<file path="src/rtl/axi4lite_pkg.sv">
// Shared definitions for the AXI4-Lite register-file slave.
// Holds the response codes, the byte-to-word address shift and the
// state encodings of the independent write and read channel FSMs.
package axi4lite_pkg;

    localparam logic [1:0]  RESP_OKAY   = 2'b00;
    localparam logic [1:0]  RESP_SLVERR = 2'b10;
    localparam int unsigned ADDR_LSB    = 2;

    typedef enum logic [1:0] {
        WR_IDLE   = 2'b00,
        WR_COMMIT = 2'b01,
        WR_RESP   = 2'b10
    } wr_state_t;

    typedef enum logic {
        RD_IDLE = 1'b0,
        RD_RESP = 1'b1
    } rd_state_t;

endpackage

</file>
<file path="src/rtl/axi4lite_regfile.sv">
// NUM_REGS x DATA_WIDTH register storage.
// Ports: clk/rst (synchronous active-high reset clears every register),
//        one byte-enabled write port (we, widx, wdata, wstrb) and one
//        combinational read port (ridx -> rdata).
// The read port shows the stored value before any write landing on the
// same edge, which gives read-before-write ordering at the top level.
module axi4lite_regfile
    import axi4lite_pkg::*;
#(
    parameter int DATA_WIDTH = 32,
    parameter int NUM_REGS   = 8,
    parameter int IDX_W      = 3
) (
    input  logic                    clk,
    input  logic                    rst,
    input  logic                    we,
    input  logic [IDX_W-1:0]        widx,
    input  logic [DATA_WIDTH-1:0]   wdata,
    input  logic [DATA_WIDTH/8-1:0] wstrb,
    input  logic [IDX_W-1:0]        ridx,
    output logic [DATA_WIDTH-1:0]   rdata
);

    logic [DATA_WIDTH-1:0] mem_r [NUM_REGS];

    // Register storage: clear on reset, byte-merge on write.
    always_ff @(posedge clk) begin
        if (rst) begin
            for (int i = 0; i < NUM_REGS; i++) begin
                mem_r[i] <= {DATA_WIDTH{1'b0}};
            end
        end else if (we) begin
            for (int b = 0; b < DATA_WIDTH/8; b++) begin
                if (wstrb[b]) begin
                    mem_r[widx][b*8 +: 8] <= wdata[b*8 +: 8];
                end
            end
        end
    end

    assign rdata = mem_r[ridx];

endmodule

</file>
<file path="src/rtl/axi4lite_slave_regfile.sv">
// AXI4-Lite slave exposing NUM_REGS read/write 32-bit registers.
// Ports: ACLK/ARESET (synchronous, active-high), write address (AW*),
//        write data (W*), write response (B*), read address (AR*) and
//        read data (R*) channels. All outputs come straight from flops.
// Write and read channels are separate FSMs and never stall each other.
// Misaligned or out-of-range addresses get SLVERR; writes to them are
// dropped and reads of them return zero.
module axi4lite_slave_regfile
    import axi4lite_pkg::*;
#(
    parameter int DATA_WIDTH = 32,
    parameter int ADDR_WIDTH = 32,
    parameter int NUM_REGS   = 8
) (
    input  logic                    ACLK,
    input  logic                    ARESET,
    input  logic [ADDR_WIDTH-1:0]   AWADDR,
    input  logic                    AWVALID,
    output logic                    AWREADY,
    input  logic [DATA_WIDTH-1:0]   WDATA,
    input  logic [DATA_WIDTH/8-1:0] WSTRB,
    input  logic                    WVALID,
    output logic                    WREADY,
    output logic [1:0]              BRESP,
    output logic                    BVALID,
    input  logic                    BREADY,
    input  logic [ADDR_WIDTH-1:0]   ARADDR,
    input  logic                    ARVALID,
    output logic                    ARREADY,
    output logic [DATA_WIDTH-1:0]   RDATA,
    output logic [1:0]              RRESP,
    output logic                    RVALID,
    input  logic                    RREADY
);

    localparam int IDX_W = (NUM_REGS > 1) ? $clog2(NUM_REGS) : 1;
    localparam logic [ADDR_WIDTH-1:0] ADDR_LIMIT = ADDR_WIDTH'(NUM_REGS * 4);

    // Word aligned and inside the register bank.
    function automatic logic addr_ok(input logic [ADDR_WIDTH-1:0] a);
        return (a[1:0] == 2'b00) && (a < ADDR_LIMIT);
    endfunction

    // Write channel state
    wr_state_t                 wr_state_r, wr_state_n;
    logic                      aw_held_r, aw_held_n;
    logic                      w_held_r, w_held_n;
    logic [ADDR_WIDTH-1:0]     awaddr_r, awaddr_n;
    logic [DATA_WIDTH-1:0]     wdata_r, wdata_n;
    logic [DATA_WIDTH/8-1:0]   wstrb_r, wstrb_n;
    logic                      awready_r, awready_n;
    logic                      wready_r, wready_n;
    logic                      bvalid_r, bvalid_n;
    logic [1:0]                bresp_r, bresp_n;
    logic                      reg_we_s;
    logic                      wr_ok_s;

    // Read channel state
    rd_state_t                 rd_state_r, rd_state_n;
    logic                      arready_r, arready_n;
    logic                      rvalid_r, rvalid_n;
    logic [DATA_WIDTH-1:0]     rdata_r, rdata_n;
    logic [1:0]                rresp_r, rresp_n;
    logic [DATA_WIDTH-1:0]     reg_rdata_s;
    logic                      rd_ok_s;

    assign wr_ok_s = addr_ok(awaddr_r);
    assign rd_ok_s = addr_ok(ARADDR);

    axi4lite_regfile #(
        .DATA_WIDTH (DATA_WIDTH),
        .NUM_REGS   (NUM_REGS),
        .IDX_W      (IDX_W)
    ) u_regfile (
        .clk   (ACLK),
        .rst   (ARESET),
        .we    (reg_we_s),
        .widx  (awaddr_r[ADDR_LSB +: IDX_W]),
        .wdata (wdata_r),
        .wstrb (wstrb_r),
        .ridx  (ARADDR[ADDR_LSB +: IDX_W]),
        .rdata (reg_rdata_s)
    );

    // Write channel registers.
    always_ff @(posedge ACLK) begin
        if (ARESET) begin
            wr_state_r <= WR_IDLE;
            aw_held_r  <= 1'b0;
            w_held_r   <= 1'b0;
            awaddr_r   <= {ADDR_WIDTH{1'b0}};
            wdata_r    <= {DATA_WIDTH{1'b0}};
            wstrb_r    <= {(DATA_WIDTH/8){1'b0}};
            awready_r  <= 1'b0;
            wready_r   <= 1'b0;
            bvalid_r   <= 1'b0;
            bresp_r    <= 2'b00;
        end else begin
            wr_state_r <= wr_state_n;
            aw_held_r  <= aw_held_n;
            w_held_r   <= w_held_n;
            awaddr_r   <= awaddr_n;
            wdata_r    <= wdata_n;
            wstrb_r    <= wstrb_n;
            awready_r  <= awready_n;
            wready_r   <= wready_n;
            bvalid_r   <= bvalid_n;
            bresp_r    <= bresp_n;
        end
    end

    // Write channel next-state: capture AW/W independently, commit, respond.
    always_comb begin
        wr_state_n = wr_state_r;
        aw_held_n  = aw_held_r;
        w_held_n   = w_held_r;
        awaddr_n   = awaddr_r;
        wdata_n    = wdata_r;
        wstrb_n    = wstrb_r;
        awready_n  = awready_r;
        wready_n   = wready_r;
        bvalid_n   = bvalid_r;
        bresp_n    = bresp_r;
        reg_we_s   = 1'b0;
        case (wr_state_r)
            WR_IDLE: begin
                if (AWVALID && awready_r) begin
                    aw_held_n = 1'b1;
                    awaddr_n  = AWADDR;
                end else begin
                    aw_held_n = aw_held_r;
                end
                if (WVALID && wready_r) begin
                    w_held_n = 1'b1;
                    wdata_n  = WDATA;
                    wstrb_n  = WSTRB;
                end else begin
                    w_held_n = w_held_r;
                end
                // READY is low exactly while that channel is held, so it
                // also rises on the first edge out of reset.
                awready_n = !aw_held_n;
                wready_n  = !w_held_n;
                if (aw_held_n && w_held_n) begin
                    wr_state_n = WR_COMMIT;
                end else begin
                    wr_state_n = WR_IDLE;
                end
            end
            WR_COMMIT: begin
                reg_we_s   = wr_ok_s;
                bvalid_n   = 1'b1;
                bresp_n    = wr_ok_s ? RESP_OKAY : RESP_SLVERR;
                wr_state_n = WR_RESP;
            end
            WR_RESP: begin
                if (BREADY) begin
                    bvalid_n   = 1'b0;
                    aw_held_n  = 1'b0;
                    w_held_n   = 1'b0;
                    awready_n  = 1'b1;
                    wready_n   = 1'b1;
                    wr_state_n = WR_IDLE;
                end else begin
                    bvalid_n   = 1'b1;
                    wr_state_n = WR_RESP;
                end
            end
            default: begin
                aw_held_n  = 1'b0;
                w_held_n   = 1'b0;
                awready_n  = 1'b0;
                wready_n   = 1'b0;
                bvalid_n   = 1'b0;
                wr_state_n = WR_IDLE;
            end
        endcase
    end

    // Read channel registers.
    always_ff @(posedge ACLK) begin
        if (ARESET) begin
            rd_state_r <= RD_IDLE;
            arready_r  <= 1'b0;
            rvalid_r   <= 1'b0;
            rdata_r    <= {DATA_WIDTH{1'b0}};
            rresp_r    <= 2'b00;
        end else begin
            rd_state_r <= rd_state_n;
            arready_r  <= arready_n;
            rvalid_r   <= rvalid_n;
            rdata_r    <= rdata_n;
            rresp_r    <= rresp_n;
        end
    end

    // Read channel next-state: sample the register on AR handshake, hold until R handshake.
    always_comb begin
        rd_state_n = rd_state_r;
        arready_n  = arready_r;
        rvalid_n   = rvalid_r;
        rdata_n    = rdata_r;
        rresp_n    = rresp_r;
        case (rd_state_r)
            RD_IDLE: begin
                if (ARVALID && arready_r) begin
                    rdata_n    = rd_ok_s ? reg_rdata_s : {DATA_WIDTH{1'b0}};
                    rresp_n    = rd_ok_s ? RESP_OKAY : RESP_SLVERR;
                    rvalid_n   = 1'b1;
                    arready_n  = 1'b0;
                    rd_state_n = RD_RESP;
                end else begin
                    arready_n  = 1'b1;
                    rd_state_n = RD_IDLE;
                end
            end
            RD_RESP: begin
                if (RREADY) begin
                    rvalid_n   = 1'b0;
                    arready_n  = 1'b1;
                    rd_state_n = RD_IDLE;
                end else begin
                    rvalid_n   = 1'b1;
                    rd_state_n = RD_RESP;
                end
            end
            default: begin
                rvalid_n   = 1'b0;
                arready_n  = 1'b0;
                rd_state_n = RD_IDLE;
            end
        endcase
    end

    assign AWREADY = awready_r;
    assign WREADY  = wready_r;
    assign BVALID  = bvalid_r;
    assign BRESP   = bresp_r;
    assign ARREADY = arready_r;
    assign RVALID  = rvalid_r;
    assign RDATA   = rdata_r;
    assign RRESP   = rresp_r;

endmodule

</file>
<file path="config.mk">
export PLATFORM = sky130hd
export DESIGN_NAME = axi4lite_slave_regfile
export DESIGN_NICKNAME = d
export VERILOG_FILES = /design/src/rtl/axi4lite_pkg.sv /design/src/rtl/axi4lite_regfile.sv /design/src/rtl/axi4lite_slave_regfile.sv
export SDC_FILE = /design/constraint.sdc
export NUM_CORES = 1
export LEC_CHECK = 0
export ABC_AREA = 1
export BUFFER_PORTS_ARGS = -buffer_cell sky130_fd_sc_hd__clkbuf_2
export CORE_MARGIN = 2
export CORE_UTILIZATION = 46
export CTS_CLUSTER_SIZE = 8
export DETAILED_ROUTE_END_ITERATION = 8
export PLACE_DENSITY_LB_ADDON = 0.25
export SYNTH_ARGS = -nofsm -noshare
export SYNTH_HDL_FRONTEND = slang
export SYNTH_SLANG_ARGS = --single-unit
</file>
<file path="constraint.sdc">
create_clock -name ACLK -period 2.1 [get_ports ACLK]
set_input_delay 0.315 -clock ACLK [delete_from_list [all_inputs] [get_ports ACLK]]
set_output_delay 0.315 -clock ACLK [all_outputs]
set_load 0.02 [all_outputs]
</file>
* Yosys cells after proc, flatten, opt, wreduce, memory -nomap -nowiden
Memories as Yosys holds them, arrays and structs flattened. Index checks and enable logic that the tools add are counted. W data, S select, Z words.
Word-level totals: register bits after elaboration 114, latch bits 0, memory bits (writable) 256, ROM bits 0, logic and storage cells 89, memories 1
Memory list:
- u_regfile.mem_r | depth 8, width 32, rd ports 1, clocked after memory_dff 0, write ports 8, RTL line axi4lite_regfile.sv:24 | logic [DATA_WIDTH-1:0] mem_r [NUM_REGS];
Operators by class: add/subtract/negate cells 0, multipliers 0, divide/modulo/power cells 0, order comparisons 2, eq/ne operators 5, shift operators 0, mux-type cells 48, bitwise gates (word level) 2, reduce and logical (&&, ||, !) cells 16
Operators with widths (count):
- $lt A32 B6 Y1 const B | 2
- $mux W32 | 2
- $mux W1 | 32
- $reduce_or A32 Y1 | 1
- $pmux W1 S3 | 5
- $reduce_and A2 Y1 | 4
- $logic_and A1 B1 Y1 | 6
- $logic_not A2 Y1 | 3
- $mux W2 | 3
- $ne A2 B2 Y1 const B | 3
- $pmux W1 S2 | 3
- $pmux W2 S3 | 1
- $mux W4 | 1
- $mux W3 | 1
- $eq A2 B1 Y1 const B | 1
- $eq A2 B2 Y1 const B | 1
- $logic_not A1 Y1 | 2
- $not A1 Y1 | 2

* Depth between registers and ports, before layout
depth in word-level cells 8, gate-level depth with buffers 10, depth with buffers taken out 8

* By module
A second synthesis with hierarchy kept.
Unflattened totals: cell total of the unflattened synthesis 2030, area total of the unflattened synthesis 17011.3 µm²
By module, submodules not included:
- axi4lite_regfile | times used 1, cells an instance 1483, area each 12545.8 µm², seq. area each 7687.4 µm²
- axi4lite_slave_regfile | times used 1, cells an instance 547, area each 4465.5 µm², seq. area each 2242.2 µm²

* Worst setup path before layout
Ideal clock, no wire load.
path type flip-flop to flip-flop, from reg wr_state_r[1], to mem u_regfile.mem_r[3][0], enable pin, setup time 329 ps, data arrival time 1650 ps, data required time 1771 ps, path slack 121 ps, stages on the path, launching flop included 10, path through dfxtp_1 inv_1 ha_1 nand4_1 nor2_1 nand2_1 nor2_2 buf_6 nand3_2 nand2_1
RTL lines:
- from (decl) | RTL line axi4lite_slave_regfile.sv:45 | wr_state_t wr_state_r, wr_state_n;
- from (signal assigned) | RTL line axi4lite_slave_regfile.sv:99 | wr_state_r <= wr_state_n;
- to (decl) | RTL line axi4lite_regfile.sv:24

==> flow_metrics.py <==
metrics = {
    "timing": {
        "period_share": 0.915,
        "final_hold_viol_count": 0,
        "tns_ps": 0,
        "holdWs_ps": 27.6,
        "grt_setup_unrepaired": "false",
        "fin_skew_ps": 27.3,
        "setup_ws_ps": 180,
        "tightestPinTransition_ps": 684,
        "max_freq_mhz": 521,
        "slew_violations": 0,
        "slew_headroom": 0.543,
        "period_needed_ps": 1920,
        "setup_viol": 0,
    },
    "power": {
        "p_clk_frac": 0.435,
        "power.density_nw_per_um2": 886,
        "p_int_w": 0.0133,
        "ir_drop_mv": 0.630,
        "sw_frac_of_total": 0.249,
        "power_leakage_nw": 8.64,
        "pwr-share-comb": 0.100,
        "p_switching_w": 0.00440,
        "seqPwrFrac": 0.465,
    },
    "setup_path": {
        "cp-start-kind": "register",
        "crit_buf_inv": 2,
        "crit_arrival_ps": 2150,
        "slowest_delay_ps": 320,
        "critPathTopFamily": "simple AND/OR/NAND/NOR gates",
        "cp_cell_sequence": "inv_1 -> ha_1 -> nand4_1 -> nor2_1 -> nand2_1 -> nor2_4 -> buf_4 -> nand3_2 -> nand2_1",
        "slowest_stage": "dfxtp_1",
        "crit_required_ps": 2330,
        "path_max_fanout": 8,
        "cp_common_cell": "nand2_1",
        "cp-end-kind": "register",
        "path_class": "register to register",
    },
    "logic_synthesis": {
        "synth_edf_count": 256,
        "syn_area_per_cell_um2": 8.39,
        "synth_area_leaders": "edfxtp_1 46%, dfxtp_1 13%, nand2_1 12%",
        "netlist_area_um2": 16700,
        "async_reset_ff_frac": 0,
        "postSynthCellCount": 1995,
        "ys_ff_latch": 368,
        "yosys_warnings": 0,
        "yosysSeqAreaShare": 0.594,
        "yosys-top-cells-count": "540 x nand2_1, 307 x inv_1, 290 x nor2_1, 256 x edfxtp_1, 135 x nand3_1",
        "synthFlopType": "edfxtp_1",
        "ys_types": 24,
        "yosysMostFrequentCell": "nand2_1",
        "synth_top_area_cell": "edfxtp_1",
        "yosysTopAreaCellShare": 0.460,
    },
    "drt": {
        "drc": 0,
        "drtIter0Drc": 1047,
        "first_pass_iters": 6,
        "antenna_left": 0,
        "viasPerCell": 4.96,
        "via_count": 13300,
        "routedWlPerCell_um": 16.0,
        "drt_wl_total_um": 42900,
    },
    "global_routing": {
        "gr-total-overflow": 0,
        "groute.usage.overall": 0.230,
        "grt_first_pass_wirelength_um": 68500,
        "antenna_found_initial": 1,
        "grt_max_degree": 97,
        "grt_pass1_vias": 13000,
    },
    "clocking": {
        "cts_resized": 0,
        "cts-hold-fix-buffers": 0,
        "insertion_delay_ps": 570,
        "cts_setup_buffers": 0,
        "cts_htree_levels": 2,
        "cts_buffers": 51,
        "cts.clk_slew.worst_paths_ps": 50,
        "cts_num_sinks": 368,
        "cts_tree": "yes",
        "cts_max_path_buffers": 3,
        "clock-root-buffer": "clkbuf_16",
    },
    "hold_path": {
        "min_path_type": "input pin to register",
    },
    "floorplanning": {
        "core_area_um2": 35700,
        "fp-row-count": 69,
        "die_area_um2": 37900,
        "initial_core_util": 0.469,
        "die_y_um": 195,
        "fp.dieW_um": 195,
        "io_pins": 148,
    },
    "status": {
        "status": "finished, final reports clean",
    },
    "placement": {
        "portBuffers": 145,
        "dp_hpwl_um": 29000,
        "place_ws_ps": 95.9,
        "dp_cells": 2589,
        "gp_congestion": 0.843,
    },
    "final_layout": {
        "drive_above_1_share": 0.154,
        "final_core_util": 0.559,
        "syn2layout_area_growth_pct": 19.2,
        "finalNetCount": 2291,
        "stdcell_count": 2681,
        "num_antenna_cells": 0,
    },
    "flow_run": {
        "cap_violations": 0,
    },
}
[registers in the layout, summed over array words and instances (netlist names)]
name and count:
ARREADY 1, RDATA 32, aw_held_r 1, RRESP 1, RVALID 1, WREADY 1, rd_state_r 1, w_held_r 1
AWREADY 1, wstrb_r 4, wdata_r 32, BVALID 1, wr_state_r 2, awaddr_r 32, BRESP 1, u_regfile.mem_r 256
[through the flow]
stage / area [µm²] / total power [W]
2_1_floorplan: 16700 / 0.00938
3_3_place_gp: 18400 / 0.0101
3_5_place_dp: 18400 / 0.0101
4_1_cts: 19900 / 0.0178
5_1_grt: 19900 / 0.0183
6_report: 19900 / 0.0177
[worst register-to-register path: stages (launching register included)]
cell and delay (ps):
dfxtp_1 320, inv_1 80, ha_1 180, nand4_1 110, nor2_1 100, nand2_1 90, nor2_4 160, buf_4 190
nand3_2 90, nand2_1 280
[logic make-up (layout without fill, tap and decap cells)]
kind of cell | after synthesis | in the layout | share of synthesized area
DFF | 368 | 368 | 0.594
other | 1 | 2 | 0.000224
AOI/OAI and AO/OA | 184 | 184 | 0.0555
and+or+nand+nor | 1011 | 1011 | 0.250
buffers and inverters | 428 | 652 | 0.0981
adders and majority gates | 3 | 3 | 0.00224
[per-layer routing]
metal | part of all wire | global-route usage | up-vias
met1 | 0.44 | 0.306 | 6076
met5 | 0.00037 | 0 | -
li1 | - | - | 6646
met2 | 0.46 | 0.377 | 486
met4 | 0.030 | 0.0835 | 2
met3 | 0.072 | 0.0420 | 90
[cells in the final DEF (no fill, tap or decap), drive strengths merged]
cell / Yosys / final
nand3: 167 / 167
or2: 1 / 1
nor3: 8 / 8
edfxtp: 256 / 256
inv: 308 / 308
conb: 1 / 2
nand2: 540 / 540
a21o: 2 / 2
clkinv: 32 / 33
buf: 22 / 76
nor2: 291 / 291
clkbuf: 66 / 235
dfxtp: 112 / 112
ha: 3 / 3
a211oi: 1 / 1
a21oi: 108 / 108
nand4: 4 / 4
o21ai: 73 / 73
[final cells by class]
type / instances / area (µm²)
Fill cell: 3245 / 15700
Sequential cell: 368 / 9930
Multi-Input combinational cell: 1200 / 5250
Clock buffer: 91 / 1470
Timing Repair Buffer: 220 / 1420
Inverter: 340 / 1280
Tap cell: 461 / 577
Clock inverter: 1 / 20.0
[power groups by stage]
stage,clock (W),sequential (W),combinational (W)
3_5_place_dp,0,0.00835,0.00175
3_3_place_gp,0,0.00834,0.00173
6_report,0.00769,0.00821,0.00177
4_1_cts,0.00780,0.00821,0.00176
5_1_grt,0.00808,0.00824,0.00198
2_1_floorplan,0,0.00834,0.00104
[path summary, 6_finish.rpt]
| check | from | end | slack (ps) | cells past startpoint |
|---|---|---|---|---|
| setup / recovery | wr_state_r[1]$_SDFF_PP0_ | u_regfile.mem_r[2][27]$_SDFFCE_PN0P_ | 180 | 9 |
| hold / removal | AWADDR[17] | awaddr_r[17]$_SDFFE_PP0P_ | 30 | 3 |
| setup reg to reg | wr_state_r[1]$_SDFF_PP0_ | u_regfile.mem_r[2][27]$_SDFFCE_PN0P_ | 180 | 9 |
| hold reg to reg | awaddr_r[19]$_SDFFE_PP0P_ | awaddr_r[19]$_SDFFE_PP0P_ | 440 | 2 |
Power figures use the tool's default switching activity.
